<file path="config.mk">
export PLATFORM = sky130hd
export DESIGN_NAME = disp_scan_ctrl
export DESIGN_NICKNAME = d
export VERILOG_FILES = /design/src/rtl/disp_scan_ctrl.sv
export SDC_FILE = /design/constraint.sdc
export NUM_CORES = 1
export LEC_CHECK = 0
export ABC_AREA = 0
export BUFFER_PORTS_ARGS = -buffer_cell sky130_fd_sc_hd__buf_2
export CAP_MARGIN = 25
export CORE_MARGIN = 2
export CORE_UTILIZATION = 45
export CTS_CLUSTER_DIAMETER = 40
export DETAILED_ROUTE_END_ITERATION = 8
export PLACE_DENSITY = 0.66
export SLEW_MARGIN = 15
export SYNTH_ARGS = -nofsm -noshare
export SYNTH_HDL_FRONTEND = slang
export SYNTH_SLANG_ARGS = --single-unit
</file>
<file path="constraint.sdc">
create_clock -name clk -period 4.2 [get_ports clk]
set_input_delay 0.42 -clock clk [delete_from_list [all_inputs] [get_ports clk]]
set_output_delay 0.42 -clock clk [all_outputs]
set_load 0.02 [all_outputs]
</file>
<file path="src/rtl/disp_scan_ctrl.sv">
// ---------------------------------------------------------------------------
// disp_scan_ctrl
//
// Time-multiplexed scan controller for a 4-digit, common-anode 7-segment
// display with a decimal point.
//
// Each enabled digit gets one slot. A slot is BLANK_CYC dead cycles, with
// every anode off, followed by SCAN_DIV drive cycles. Disabled digits are
// skipped. When the scan wraps back to a lower or equal digit index, a new
// frame starts. At that point all four inputs are captured into a shadow
// register, so the display cannot tear mid-frame. A free-running 4-bit PWM
// counter gates the drive cycles to dim the display.
//
// Parameters:
//   SCAN_DIV   clock cycles per digit drive window (>= 1)
//   BLANK_CYC  clock cycles of dead time before each drive window (>= 1)
//
// Ports:
//   clk         clock; all state changes on its rising edge
//   reset       asynchronous, active-high reset
//   in0..in3    digit segment patterns, active low, bit 7 = decimal point
//   en_mask     bit i enables digit i in the scan
//   bright      brightness, 15 = full on, 0 = dark
//   an          digit anodes, active low, at most one bit low (registered)
//   sseg        segment bus, active low (registered)
//   frame_tick  one-cycle pulse in the first cycle of each frame (registered)
// ---------------------------------------------------------------------------
module disp_scan_ctrl #(
    parameter int unsigned SCAN_DIV  = 50000,
    parameter int unsigned BLANK_CYC = 100
) (
    input  logic       clk,
    input  logic       reset,
    input  logic [7:0] in0,
    input  logic [7:0] in1,
    input  logic [7:0] in2,
    input  logic [7:0] in3,
    input  logic [3:0] en_mask,
    input  logic [3:0] bright,
    output logic [3:0] an,
    output logic [7:0] sseg,
    output logic       frame_tick
);

    // The slot counter runs 0..N-1, so it must hold the larger of the two
    // window lengths minus one.
    localparam int unsigned MaxCyc = (SCAN_DIV > BLANK_CYC) ? SCAN_DIV : BLANK_CYC;
    localparam int unsigned CntW   = (MaxCyc > 1) ? $clog2(MaxCyc) : 1;

    localparam logic [CntW-1:0] ScanLast  = CntW'(SCAN_DIV - 1);
    localparam logic [CntW-1:0] BlankLast = CntW'(BLANK_CYC - 1);

    typedef enum logic [1:0] {
        StIdle  = 2'd0,
        StBlank = 2'd1,
        StDrive = 2'd2
    } state_t;

    state_t          state_q, state_d;
    logic [1:0]      idx_q, idx_d;
    logic [CntW-1:0] cnt_q, cnt_d;
    logic [3:0]      pwm_q, pwm_d;
    logic [7:0]      shadow_q [4];
    logic [7:0]      shadow_d [4];
    logic [3:0]      an_d;
    logic [7:0]      sseg_d;
    logic            frame_start;

    // Index of the lowest set bit of m. m is known to be non-zero here.
    function automatic logic [1:0] lowest_en(input logic [3:0] m);
        logic [1:0] r;
        r = 2'd0;
        for (int i = 3; i >= 0; i--) begin
            if (m[i]) r = 2'(i);
        end
        return r;
    endfunction

    // Next enabled digit strictly above cur, wrapping modulo 4. If cur is
    // the only enabled digit, this returns cur itself (k = 4).
    function automatic logic [1:0] next_en(input logic [1:0] cur, input logic [3:0] m);
        logic [1:0] r;
        logic [1:0] cand;
        r = cur;
        // Walk downward so the smallest step wins.
        for (int k = 4; k >= 1; k--) begin
            cand = cur + 2'(k);
            if (m[cand]) r = cand;
        end
        return r;
    endfunction

    // Next-state logic
    always_comb begin
        state_d     = state_q;
        idx_d       = idx_q;
        cnt_d       = cnt_q;
        pwm_d       = pwm_q + 4'd1;
        shadow_d    = shadow_q;
        frame_start = 1'b0;

        unique case (state_q)
            StIdle: begin
                if (en_mask != 4'd0) begin
                    idx_d       = lowest_en(en_mask);
                    frame_start = 1'b1;
                    cnt_d       = '0;
                    state_d     = StBlank;
                end
            end
            StBlank: begin
                if (cnt_q == BlankLast) begin
                    cnt_d   = '0;
                    state_d = StDrive;
                end else begin
                    cnt_d = cnt_q + 1'b1;
                end
            end
            StDrive: begin
                if (cnt_q == ScanLast) begin
                    cnt_d = '0;
                    // The mask is sampled only at slot end, so slot timing
                    // never depends on mid-slot mask changes.
                    if (en_mask == 4'd0) begin
                        state_d = StIdle;
                    end else begin
                        idx_d       = next_en(idx_q, en_mask);
                        frame_start = (idx_d <= idx_q);
                        state_d     = StBlank;
                    end
                end else begin
                    cnt_d = cnt_q + 1'b1;
                end
            end
            default: begin
                state_d = StIdle;
                idx_d   = 2'd0;
                cnt_d   = '0;
            end
        endcase

        if (frame_start) begin
            shadow_d[0] = in0;
            shadow_d[1] = in1;
            shadow_d[2] = in2;
            shadow_d[3] = in3;
        end
    end

    // Outputs are computed from the next state and then registered, so each
    // output cycle lines up exactly with the state held in that cycle.
    always_comb begin
        an_d   = 4'hF;
        sseg_d = 8'hFF;
        if (state_d == StDrive && en_mask[idx_d] &&
            (bright == 4'hF || pwm_d < bright)) begin
            an_d   = ~(4'b0001 << idx_d);
            sseg_d = shadow_d[idx_d];
        end
    end

    always_ff @(posedge clk or posedge reset) begin
        if (reset) begin
            state_q    <= StIdle;
            idx_q      <= 2'd0;
            cnt_q      <= '0;
            pwm_q      <= 4'd0;
            shadow_q   <= '{default: 8'hFF};
            an         <= 4'hF;
            sseg       <= 8'hFF;
            frame_tick <= 1'b0;
        end else begin
            state_q    <= state_d;
            idx_q      <= idx_d;
            cnt_q      <= cnt_d;
            pwm_q      <= pwm_d;
            shadow_q   <= shadow_d;
            an         <= an_d;
            sseg       <= sseg_d;
            frame_tick <= frame_start;
        end
    end

endmodule

</file>
==> results of run 1 <==
==> cell families after synthesis <==
group | count (synthesis) | share of synthesized area, %
and+or+nand+nor | 103 | 15.5
DFF | 69 | 50.4
AOI/OAI and AO/OA | 56 | 12.4
buffers and inverters | 34 | 4.35
muxes | 33 | 10.2
xor gates and xnor gates | 13 | 3.22
adders and majority gates | 11 | 3.89
==> critical path: cells and delay by family, from the launching register on <==
kind	cells	cell delay [ns]
buffers and inverters	1	0.43
and+or+nand+nor	4	0.42
AOI/OAI and AO/OA	5	1.10
adders and majority gates	1	0.29
muxes	1	0.42
DFF	1	0.44
==> state kept, by name (all words and copies together), names as in the netlist <==
name        flops
sseg            8
shadow_q       32
state_q         2
idx_q           2
frame_tick      1
pwm_q           4
an              4
cnt_q          16
==> per-layer routing <==
metal	routed length, um	up-vias	GRT usage [%]
met1	3550	1241	27.0
met2	3450	64	29.3
met3	371	6	5.13
li1	-	1253	-
met4	71	0	4.90
met5	0	-	0
==> area by class of cell <==
class,instances,area (um^2)
Fill cell,709,3650
Sequential cell,69,1780
Multi-Input combinational cell,216,1600
Timing Repair Buffer,57,293
Clock buffer,14,143
Tap cell,102,128
Inverter,22,82.6
Clock inverter,2,10.0
==> worst max-delay path by stage <==
stage	depth (start not counted)	end	slack [ns]	startpoint
floorplan	12	sseg[5]$_DFF_PP1_	1.42	en_mask[3]
global placement	13	sseg[4]$_DFF_PP1_	0.84	en_mask[3]
detailed placement	13	sseg[1]$_DFF_PP1_	0.77	en_mask[3]
CTS	12	sseg[1]$_DFF_PP1_	0.95	idx_q[0]$_DFF_PP0_
global route	13	sseg[1]$_DFF_PP1_	0.68	idx_q[0]$_DFF_PP0_
finish	12	sseg[1]$_DFF_PP1_	0.95	idx_q[0]$_DFF_PP0_
==> Yosys cell counts (3+ instances only) <==
cell,count
mux2i_1,8
a32oi_1,3
o21a_1,4
nand3_1,12
o21ai_0,11
nor4_1,3
a21oi_1,5
nand2b_1,4
a211o_1,7
nor3_1,3
nor2_1,32
xor2_1,6
and3_1,3
a21o_1,4
nand4_1,13
inv_1,22
xnor2_1,7
a2bb2oi_1,7
ha_1,11
mux2_2,24
dfrtp_1,25
nor2b_1,3
dfstp_2,44
buf_2,5
nand2_1,16
==> stage by stage <==
stage / instances / util [%] / setup slack (ns) / total power, W / hold WS (ns)
5_1_grt: 482 / 52.5 / 0.681 / 0.00252 / 0.317
6_report: 482 / 52.5 / 0.947 / 0.00235 / 0.259
3_5_place_dp: 466 / 50.5 / 0.773 / 0.00192 / 0.491
2_1_floorplan: 319 / - / 1.42 / 0.00174 / 0.438
3_3_place_gp: 466 / 50.5 / 0.843 / 0.00190 / 0.473
4_1_cts: 482 / 52.5 / 0.949 / 0.00237 / 0.281
==> report_power, final <==
| part | switching [W] | total (W) | leakage, nW | internal, W |
|---|---|---|---|---|
| combinational | 0.000502 | 0.000892 | 0.878 | 0.000390 |
| sequential | 0.0000638 | 0.00102 | 0.800 | 0.000955 |
| clock | 0.000226 | 0.000439 | 0.0784 | 0.000214 |
==> impl_metrics.json, run 1 <==
{
  "power-per-cell-area_nw_per_um2": 582,
  "synthesized_area_divided_by_synthesized_cell_count_um2": 11.1,
  "ys_seq_elements": 69,
  "grt_pass1_wl_mm": 12.9,
  "setup_viol_count_final": 0,
  "worst_ir_drop_vdd_v": 0.000365,
  "synth.yosys.seq_area_share_pct": 50.4,
  "hold_vio_cnt_final": 0,
  "worst-setup-path-type": "flip-flop to flip-flop",
  "route.antenna.remaining_nets": 0,
  "remaining_drc_errors": 0,
  "cts_sinks": 69,
  "fin_nets": 428,
  "timing.critical_path.arrival_ns": 3.46,
  "avgRoutedWirePerCell_um": 15.4,
  "fmax_mhz": 307,
  "period_minus_slack_ns": 3.25,
  "post_synth_instance_area_um2": 3540,
  "routed_via_density": 5.32,
  "start_kind": "flip-flop",
  "gr-usage-all-layers_pct": 19.1,
  "post_dp_cell_area_um2": 3880,
  "count_of_hold_buffers_inserted_by_post_cts_repair": 0,
  "fraction_of_final_layout_cells_sized_beyond_drive_strength_1_pct": 38.4,
  "htree_num_levels": 3,
  "tritoncts_clock_tree": "done",
  "reg2regPathDepth": 12,
  "finClkSkew_ns": 0.00511,
  "io_buffer_count": 54,
  "design.portCount": 55,
  "floorplan.core_area_um2": 7690,
  "synthArstFlopShare_pct": 100,
  "largest_net_degree_at_the_start_of_global_routing": 43,
  "cts_buffers": 9,
  "r2r-end": "sseg[1]$_DFF_PP1_",
  "grt-ovfl-total": 0,
  "final.period_utilization_pct": 77.5,
  "cpPeakStageDelay_ns": 0.44,
  "timing.max_cap.violations": 0,
  "yosysUniqueCellTypes": 54,
  "vias_in_the_first_global_route": 2623,
  "clock_latency_ns": 0.33,
  "relative_slew_margins_pct": 42.8,
  "p_leak_nw": 1.76,
  "final_area_um2": 4040,
  "cts_max_path_buffers": 2,
  "dieHeight_um": 92.6,
  "postSynthNetCount": 372,
  "post_cts.resized_instances": 0,
  "cp_cell_sequence": "nor2b_1, a21o_1, a211oi_1, ha_1, nand2_1, o21ai_0, a41oi_4, buf_4, mux2_2, nor2_1, a2bb2oi_1, nand4_1",
  "synth.top_cells.by_area": "dfstp_2 (33%), dfrtp_1 (18%), mux2_2 (7.6%)",
  "regToRegStartpoint": "idx_q[0]$_DFF_PP0_",
  "synth_enable_flop_cells": 0,
  "areaGrowthSynthToFinish_pct": 14.2,
  "required_ns": 4.40,
  "worst_pin_slew_ns": 0.857,
  "rsz_0062_raised_after_global_routing": "false",
  "reg2reg_slack_ns": 0.95,
  "weighted_congestion_at_the_end_of_routability_driven_global_placement": 0.844,
  "antenna_found_initial": 0,
  "worst-path-max-fanout": 33,
  "synth_top_area_cell": "dfstp_2",
  "initial_core_util_pct": 46.0,
  "sum_of_negative_setup_slack_ns": 0,
  "cp_slowest_cell": "dfrtp_1",
  "netlist_instances": 319,
  "antennaDiodeCount": 0,
  "cts.reportedPaths.clkPinSlew_ns": 0.07,
  "ctsRootBufferMaster": "clkbuf_8",
  "rows": 32,
  "ys.flop_type": "dfstp_2",
  "critical_path.endpoint_type": "flip-flop",
  "mostFrequentLayoutCells": "buf_2 (54), dfstp_2 (44), nor2_1 (32), dfrtp_1 (25), mux2_2 (24)",
  "synth-warning-count": 0,
  "synth_largest_type_area_fraction_pct": 32.7,
  "dr_total_vias": 2564,
  "cts_setup_buffers": 0,
  "status": "finished, final reports clean",
  "detailedRoute.firstPassIterationCount": 5,
  "die-area_um2": 8580,
  "wl_mm": 7.44,
  "detail_route.iter0.violations": 213,
  "dieWidth_um": 92.6,
  "dp.final_hpwl_mm": 5.25,
  "final-max-slew-violation-count": 0,
  "most_common_cell_after_layout_fill_and_taps_aside": "buf_2",
  "hold_path_class": "input pin to async pin"
}
(Power assumes the default switching activity.)
==> run 2, diff against run 1 <==
--- a/config.mk
+++ b/config.mk
@@ -5,14 +5,14 @@
 export SDC_FILE = /design/constraint.sdc
 export NUM_CORES = 1
 export LEC_CHECK = 0
-export ABC_AREA = 0
+export ABC_AREA = 1
 export BUFFER_PORTS_ARGS = -buffer_cell sky130_fd_sc_hd__buf_2
 export CAP_MARGIN = 25
 export CORE_MARGIN = 2
 export CORE_UTILIZATION = 45
 export CTS_CLUSTER_DIAMETER = 40
 export DETAILED_ROUTE_END_ITERATION = 8
-export PLACE_DENSITY = 0.66
+export PLACE_DENSITY = 0.68
 export SLEW_MARGIN = 15
 export SYNTH_ARGS = -nofsm -noshare
 export SYNTH_HDL_FRONTEND = slang
==> constraint.sdc (replaced) <==
create_clock -name clk -period 2.8 [get_ports clk]
set_input_delay 0.28 -clock clk [delete_from_list [all_inputs] [get_ports clk]]
set_output_delay 0.28 -clock clk [all_outputs]
set_load 0.02 [all_outputs]
==> impl_metrics.json, run 2 <==
{
  "postSynthNetCount": 536,
  "ctsRootBufferMaster": "clkbuf_8",
  "synth_top_area_cell": "dfstp_2",
  "timing.max_cap.violations": 0,
  "relative_slew_margins_pct": 43.2,
  "largest_net_degree_at_the_start_of_global_routing": 70,
  "timing.hold.worst.start": "in0[6]",
  "final-max-slew-violation-count": 0,
  "start_kind": "flip-flop",
  "design.portCount": 55,
  "worst_pin_slew_ns": 0.852,
  "reg.largest.list": "shadow_q: 32 flops, cnt_q: 16 flops, sseg: 8 flops",
  "die-area_um2": 9360,
  "synth_largest_type_area_fraction_pct": 29.9,
  "avgRoutedWirePerCell_um": 14.8,
  "vias_in_the_first_global_route": 3389,
  "synthArstFlopShare_pct": 100,
  "remaining_drc_errors": 0,
  "mostFrequentLayoutCells": "nand2_1 (140), nand3_1 (68), buf_2 (54), dfstp_2 (44), inv_1 (31)",
  "post-route-util_pct": 55.0,
  "synth.top_cells.by_area": "dfstp_2 (30%), dfrtp_1 (16%), nand2_1 (14%)",
  "htree_num_levels": 3,
  "finalNonFillerCells": 655,
  "wl_mm": 9.71,
  "areaGrowthSynthToFinish_pct": 17.9,
  "fin_nets": 598,
  "post_synth_top_cells": "nand2_1 (147), nand3_1 (69), dfstp_2 (44)",
  "initial_core_util_pct": 46.7,
  "cts_buffers": 9,
  "power-per-cell-area_nw_per_um2": 937,
  "min_delay_path_depth": 3,
  "synth_enable_flop_cells": 0,
  "clock_latency_ns": 0.36,
  "fraction_of_final_layout_cells_sized_beyond_drive_strength_1_pct": 33.3,
  "cts_max_path_buffers": 2,
  "dieHeight_um": 96.8,
  "synth.yosys.seq_area_share_pct": 46.0,
  "rows": 33,
  "setup_viol_count_final": 0,
  "dr_total_vias": 3502,
  "post-route-worst-setup-slack_ns": 0.0376,
  "post_synth_instance_area_um2": 3870,
  "power_w": 0.00428,
  "reg2reg_slack_ns": 0.04,
  "route.antenna.remaining_nets": 0,
  "cts.reportedPaths.clkPinSlew_ns": 0.09,
  "count_of_hold_buffers_inserted_by_post_cts_repair": 0,
  "post_dp_cell_area_um2": 4240,
  "detail_route.iter0.violations": 253,
  "synthesized_area_divided_by_synthesized_cell_count_um2": 8.02,
  "critical_path.endpoint_type": "flip-flop",
  "weighted_congestion_at_the_end_of_routability_driven_global_placement": 0.855,
  "regToRegStartpoint": "idx_q[0]$_DFF_PP0_",
  "ys_seq_elements": 69,
  "period_minus_slack_ns": 2.76,
  "number_of_flip_flops_in_the_largest_register": 32,
  "antenna_found_initial": 0,
  "final_area_um2": 4570,
  "dp.final_hpwl_mm": 6.71,
  "status": "finished, final reports clean",
  "antennaDiodeCount": 0,
  "reg2regPathDepth": 20,
  "final.period_utilization_pct": 98.7,
  "grt_pass1_wl_mm": 16.0,
  "r2r-end": "sseg[4]$_DFF_PP1_",
  "fmax_mhz": 362,
  "io_buffer_count": 54,
  "most_common_cell_after_layout_fill_and_taps_aside": "nand2_1",
  "detailedRoute.firstPassIterationCount": 4,
  "hold_vio_cnt_final": 0,
  "p_leak_nw": 2.20,
  "dieWidth_um": 96.8,
  "finClkSkew_ns": 0.0146,
  "netlist_instances": 483,
  "worst-setup-path-type": "flip-flop to flip-flop",
  "worst-path-max-fanout": 16,
  "grt-ovfl-total": 0,
  "final.fill_count": 765,
  "required_ns": 3.07,
  "leading_cell_type_by_number_of_instances_after_synthesis": "nand2_1",
  "hold_path_class": "input pin to flip-flop",
  "yosysUniqueCellTypes": 38,
  "number_of_cells_after_detailed_placement": 634,
  "gr-usage-all-layers_pct": 20.8,
  "max_flop_register": "shadow_q",
  "whs_endpoint": "shadow_q[30]$_DFF_PP1_",
  "ys.flop_type": "dfstp_2",
  "routed_via_density": 5.35,
  "rsz_0062_raised_after_global_routing": "true",
  "floorplan.core_area_um2": 8300,
  "pre_cts_slack_ns": 0.0893,
  "synth-warning-count": 0,
  "timing.critical_path.arrival_ns": 3.03,
  "tritoncts_clock_tree": "done",
  "worst_ir_drop_vdd_v": 0.000380,
  "cts_sinks": 69
}
-- run 2: what timing repair did --
action                                  in CTS  in global routing
endpoints found under the setup margin       0                  8
hold endpoints to repair                     0                  0
gates resized for setup                      0                 20
buffers inserted                             0                  3
-- run 2: worst max-delay path: stages, from the launching register on --
cell	delay, ns
dfrtp_2	0.47
buf_4	0.15
nand2_1	0.06
nand2_1	0.09
nand2_1	0.07
nand2_1	0.06
nand2_1	0.08
nand3_1	0.10
and2_1	0.17
ha_1	0.26
a21oi_1	0.15
nor2_1	0.06
nand2_2	0.12
nand2_4	0.10
clkbuf_16	0.21
nand2_1	0.06
nand2_1	0.08
nand3_1	0.11
nand2_1	0.06
nor2_2	0.11
nand3_2	0.09
-- run 2: logic make-up (layout without fill, tap and decap cells) --
kind of cell / after synthesis / count (layout) / synth area share [%]
compound gates: 35 / 35 / 5.36
xor+xnor: 3 / 3 / 0.679
fa+ha+maj: 11 / 11 / 3.55
buf+inv: 57 / 124 / 7.01
flops: 69 / 69 / 46.0
simple gates: 308 / 308 / 37.4
-- run 2: worst max path at each step --
stage | endpoint | slack, ns | start | cells after the start
after CTS | sseg[5]$_DFF_PP1_ | 0.09 | idx_q[0]$_DFF_PP0_ | 20
after global placement | sseg[5]$_DFF_PP1_ | 0.19 | idx_q[0]$_DFF_PP0_ | 20
after global routing | sseg[7]$_DFF_PP1_ | -0.12 | idx_q[0]$_DFF_PP0_ | 20
final | sseg[4]$_DFF_PP1_ | 0.04 | idx_q[0]$_DFF_PP0_ | 20
after detailed placement | sseg[5]$_DFF_PP1_ | 0.09 | idx_q[0]$_DFF_PP0_ | 20
after floorplan | sseg[5]$_DFF_PP1_ | 0.37 | idx_q[0]$_DFF_PP0_ | 20
-- run 2: final cells by class --
class / instances / area, um^2 / share of cell area [%]
clock buffer: 10 / 149 / 3.26
clock inverter: 6 / 43.8 / 0.959
inverter: 38 / 148 / 3.23
multi-input combinational: 357 / 1870 / 40.9
sequential: 69 / 1780 / 39.1
tap: 105 / 131 / 2.88
timing repair buffer: 70 / 445 / 9.76
-- run 2: per-stage QoR --
| stage | TNS [ns] | hold WS [ns] |
|---|---|---|
| final | 0 | 0.137 |
| after global routing | -0.759 | 0.142 |
| after CTS | 0 | 0.136 |
| after detailed placement | 0 | 0.479 |
| after global placement | 0 | 0.477 |
| after floorplan | 0 | 0.386 |
-- run 2: per-layer routing --
metal	vias up	GRT usage, %	part of all wire (%)
li1	1723	-	-
met1	1655	27.8	44
met2	109	33.4	48
met3	15	5.13	6.1
met4	0	6.72	1.9
met5	-	0	0
-- run 2: power by group --
part / switching, W / internal (W)
sequential: 0.000107 / 0.00142
clock: 0.000412 / 0.000378
combinational: 0.00128 / 0.000683
==> run 3, diff against run 2 <==
--- a/config.mk
+++ b/config.mk
@@ -6,13 +6,12 @@
 export NUM_CORES = 1
 export LEC_CHECK = 0
 export ABC_AREA = 1
-export BUFFER_PORTS_ARGS = -buffer_cell sky130_fd_sc_hd__buf_2
+export BUFFER_PORTS_ARGS = -buffer_cell sky130_fd_sc_hd__buf_4
 export CAP_MARGIN = 25
 export CORE_MARGIN = 2
-export CORE_UTILIZATION = 45
+export CORE_UTILIZATION = 40
 export CTS_CLUSTER_DIAMETER = 40
 export DETAILED_ROUTE_END_ITERATION = 8
-export PLACE_DENSITY = 0.68
 export SLEW_MARGIN = 15
 export SYNTH_ARGS = -nofsm -noshare
 export SYNTH_HDL_FRONTEND = slang
==> impl_metrics.json, run 3 (same netlist as run 2, synthesis figures left out) <==
{
  "fraction_of_final_layout_cells_sized_beyond_drive_strength_1_pct": 41.6,
  "max_flop_register": "shadow_q",
  "mostFrequentLayoutCells": "nand2_1 (110), buf_4 (70), nand3_1 (63), dfstp_2 (44), nand2_2 (42)",
  "timing.max_cap.violations": 0,
  "htree_num_levels": 3,
  "dr_total_vias": 3558,
  "remaining_drc_errors": 0,
  "timing.critical_path.arrival_ns": 3.00,
  "regToRegStartpoint": "idx_q[0]$_DFF_PP0_",
  "routed_via_density": 5.18,
  "tritoncts_clock_tree": "done",
  "p_leak_nw": 2.33,
  "areaGrowthSynthToFinish_pct": 27.5,
  "most_common_cell_after_layout_fill_and_taps_aside": "nand2_1",
  "start_kind": "flip-flop",
  "vias_in_the_first_global_route": 3269,
  "detailedRoute.firstPassIterationCount": 5,
  "weighted_congestion_at_the_end_of_routability_driven_global_placement": 0.888,
  "rsz_0062_raised_after_global_routing": "true",
  "wl_mm": 10.4,
  "avgRoutedWirePerCell_um": 15.1,
  "power-per-cell-area_nw_per_um2": 931,
  "cts_sinks": 69,
  "gr-usage-all-layers_pct": 19.3,
  "post-route-worst-setup-slack_ns": 0.0677,
  "final.fill_count": 882,
  "cts_buffers": 9,
  "final.period_utilization_pct": 97.6,
  "detail_route.iter0.violations": 212,
  "period_minus_slack_ns": 2.73,
  "hold_vio_cnt_final": 0,
  "final_area_um2": 4940,
  "io_buffer_count": 54,
  "fmax_mhz": 366,
  "floorplan.core_area_um2": 9330,
  "reg2reg_slack_ns": 0.07,
  "worst_pin_slew_ns": 0.624,
  "worst_ir_drop_vdd_v": 0.000286,
  "cts_max_path_buffers": 2,
  "setup_viol_count_final": 0,
  "route.antenna.remaining_nets": 0,
  "design.portCount": 55,
  "antennaDiodeCount": 0,
  "antenna_found_initial": 0,
  "multi_input_area_um2": 2000,
  "area.sequential_um2": 1780,
  "finClkSkew_ns": 0.00908,
  "grt-ovfl-total": 0,
  "cts.reportedPaths.clkPinSlew_ns": 0.08,
  "post_dp_cell_area_um2": 4440,
  "dp.final_hpwl_mm": 6.95,
  "status": "finished, final reports clean",
  "pre_cts_slack_ns": 0.110,
  "worst-setup-path-type": "flip-flop to flip-flop",
  "worst-path-max-fanout": 8,
  "dieHeight_um": 102,
  "initial_core_util_pct": 41.5,
  "hold_path_class": "input pin to async pin",
  "die-area_um2": 10500,
  "clock_latency_ns": 0.34,
  "reg.largest.list": "shadow_q: 32 flops, cnt_q: 16 flops, sseg: 8 flops",
  "critical_path.endpoint_type": "flip-flop",
  "largest_net_degree_at_the_start_of_global_routing": 34,
  "post-route-util_pct": 52.9,
  "count_of_hold_buffers_inserted_by_post_cts_repair": 0,
  "fin_nets": 606,
  "required_ns": 3.07,
  "ctsRootBufferMaster": "clkbuf_8",
  "r2r-end": "sseg[7]$_DFF_PP1_",
  "rows": 35,
  "power_w": 0.00460,
  "reg2regPathDepth": 22,
  "crit_path_start": "idx_q[0]$_DFF_PP0_",
  "final-max-slew-violation-count": 0,
  "relative_slew_margins_pct": 58.3,
  "number_of_flip_flops_in_the_largest_register": 32,
  "dieWidth_um": 102,
  "grt_pass1_wl_mm": 15.8
}
-- run 3: cell count changes in the layout (fill, tap and decap cells not counted), moves of 3 or more --
cell,previous run,this run
buf_4,11,70
buf_2,54,0
nand2_1,140,110
nand2_2,13,42
nand3_1,68,63
nand3_2,13,18
inv_2,5,8
-- run 3: area by class of cell --
class                   count  area share, %
repair buffers             77           13.5
clock inverters             7          0.963
flip-flops and latches     69           36.1
multi-input cells         357           40.5
inverters                  38           2.94
repair inverters            1          0.152
clock buffers               9           2.51
well taps                 129           3.27
-- run 3: what timing repair did --
action | CTS | global route
endpoints found under the setup margin | 0 | 8
gates resized for setup | 0 | 64
setup buffers | 0 | 6
-- run 3: worst max path at each step --
stage                              endpoint  cells past startpoint
after floorplan           sseg[5]$_DFF_PP1_                     20
after global placement    sseg[3]$_DFF_PP1_                     20
after detailed placement  sseg[3]$_DFF_PP1_                     20
after CTS                 sseg[3]$_DFF_PP1_                     20
after global routing      sseg[0]$_DFF_PP1_                     20
final                     sseg[7]$_DFF_PP1_                     22
-- run 3: per-layer routing --
metal  vias up  share of wire [%]  GRT usage [%]
met5         -                  0              0
met4         0                1.3           7.08
met3        10                6.5           3.76
met2       106                 46           29.5
met1      1695                 46           27.3
li1       1747                  -              -
-- run 3: critical path, stage by stage (launching register included) --
cell and delay (ns):
dfrtp_2 0.48, buf_6 0.15, nand2_1 0.08, nand2_2 0.08, nand2_2 0.09, nand3_2 0.06, inv_1 0.05, nand2_1 0.06
nand2_2 0.09, inv_2 0.05, ha_4 0.24, a21oi_2 0.14, a21oi_2 0.04, nor2_1 0.10, nand2_2 0.14, nand2_4 0.16
clkbuf_16 0.19, nand2_2 0.06, nand2_2 0.09, nand3_1 0.08, nand2_1 0.09, nor2_1 0.04, nand3_1 0.08
-- run 3: power by group --
part	internal [W]	switching (W)	leakage [nW]
clock	0.000324	0.000403	0.0903
sequential	0.00142	0.000113	0.797
combinational	0.000892	0.00145	1.44
total	0.00263	0.00197	2.33
-- run 3: stage by stage --
| stage | hold WS, ns | std cells | TNS [ns] |
|---|---|---|---|
| global placement | 0.384 | 660 | 0 |
| floorplan | 0.386 | 483 | 0 |
| finish | 0.00887 | 687 | 0 |
| global route | 0.0621 | 687 | -0.574 |
| CTS | 0.0230 | 676 | 0 |
| detailed placement | 0.399 | 660 | 0 |
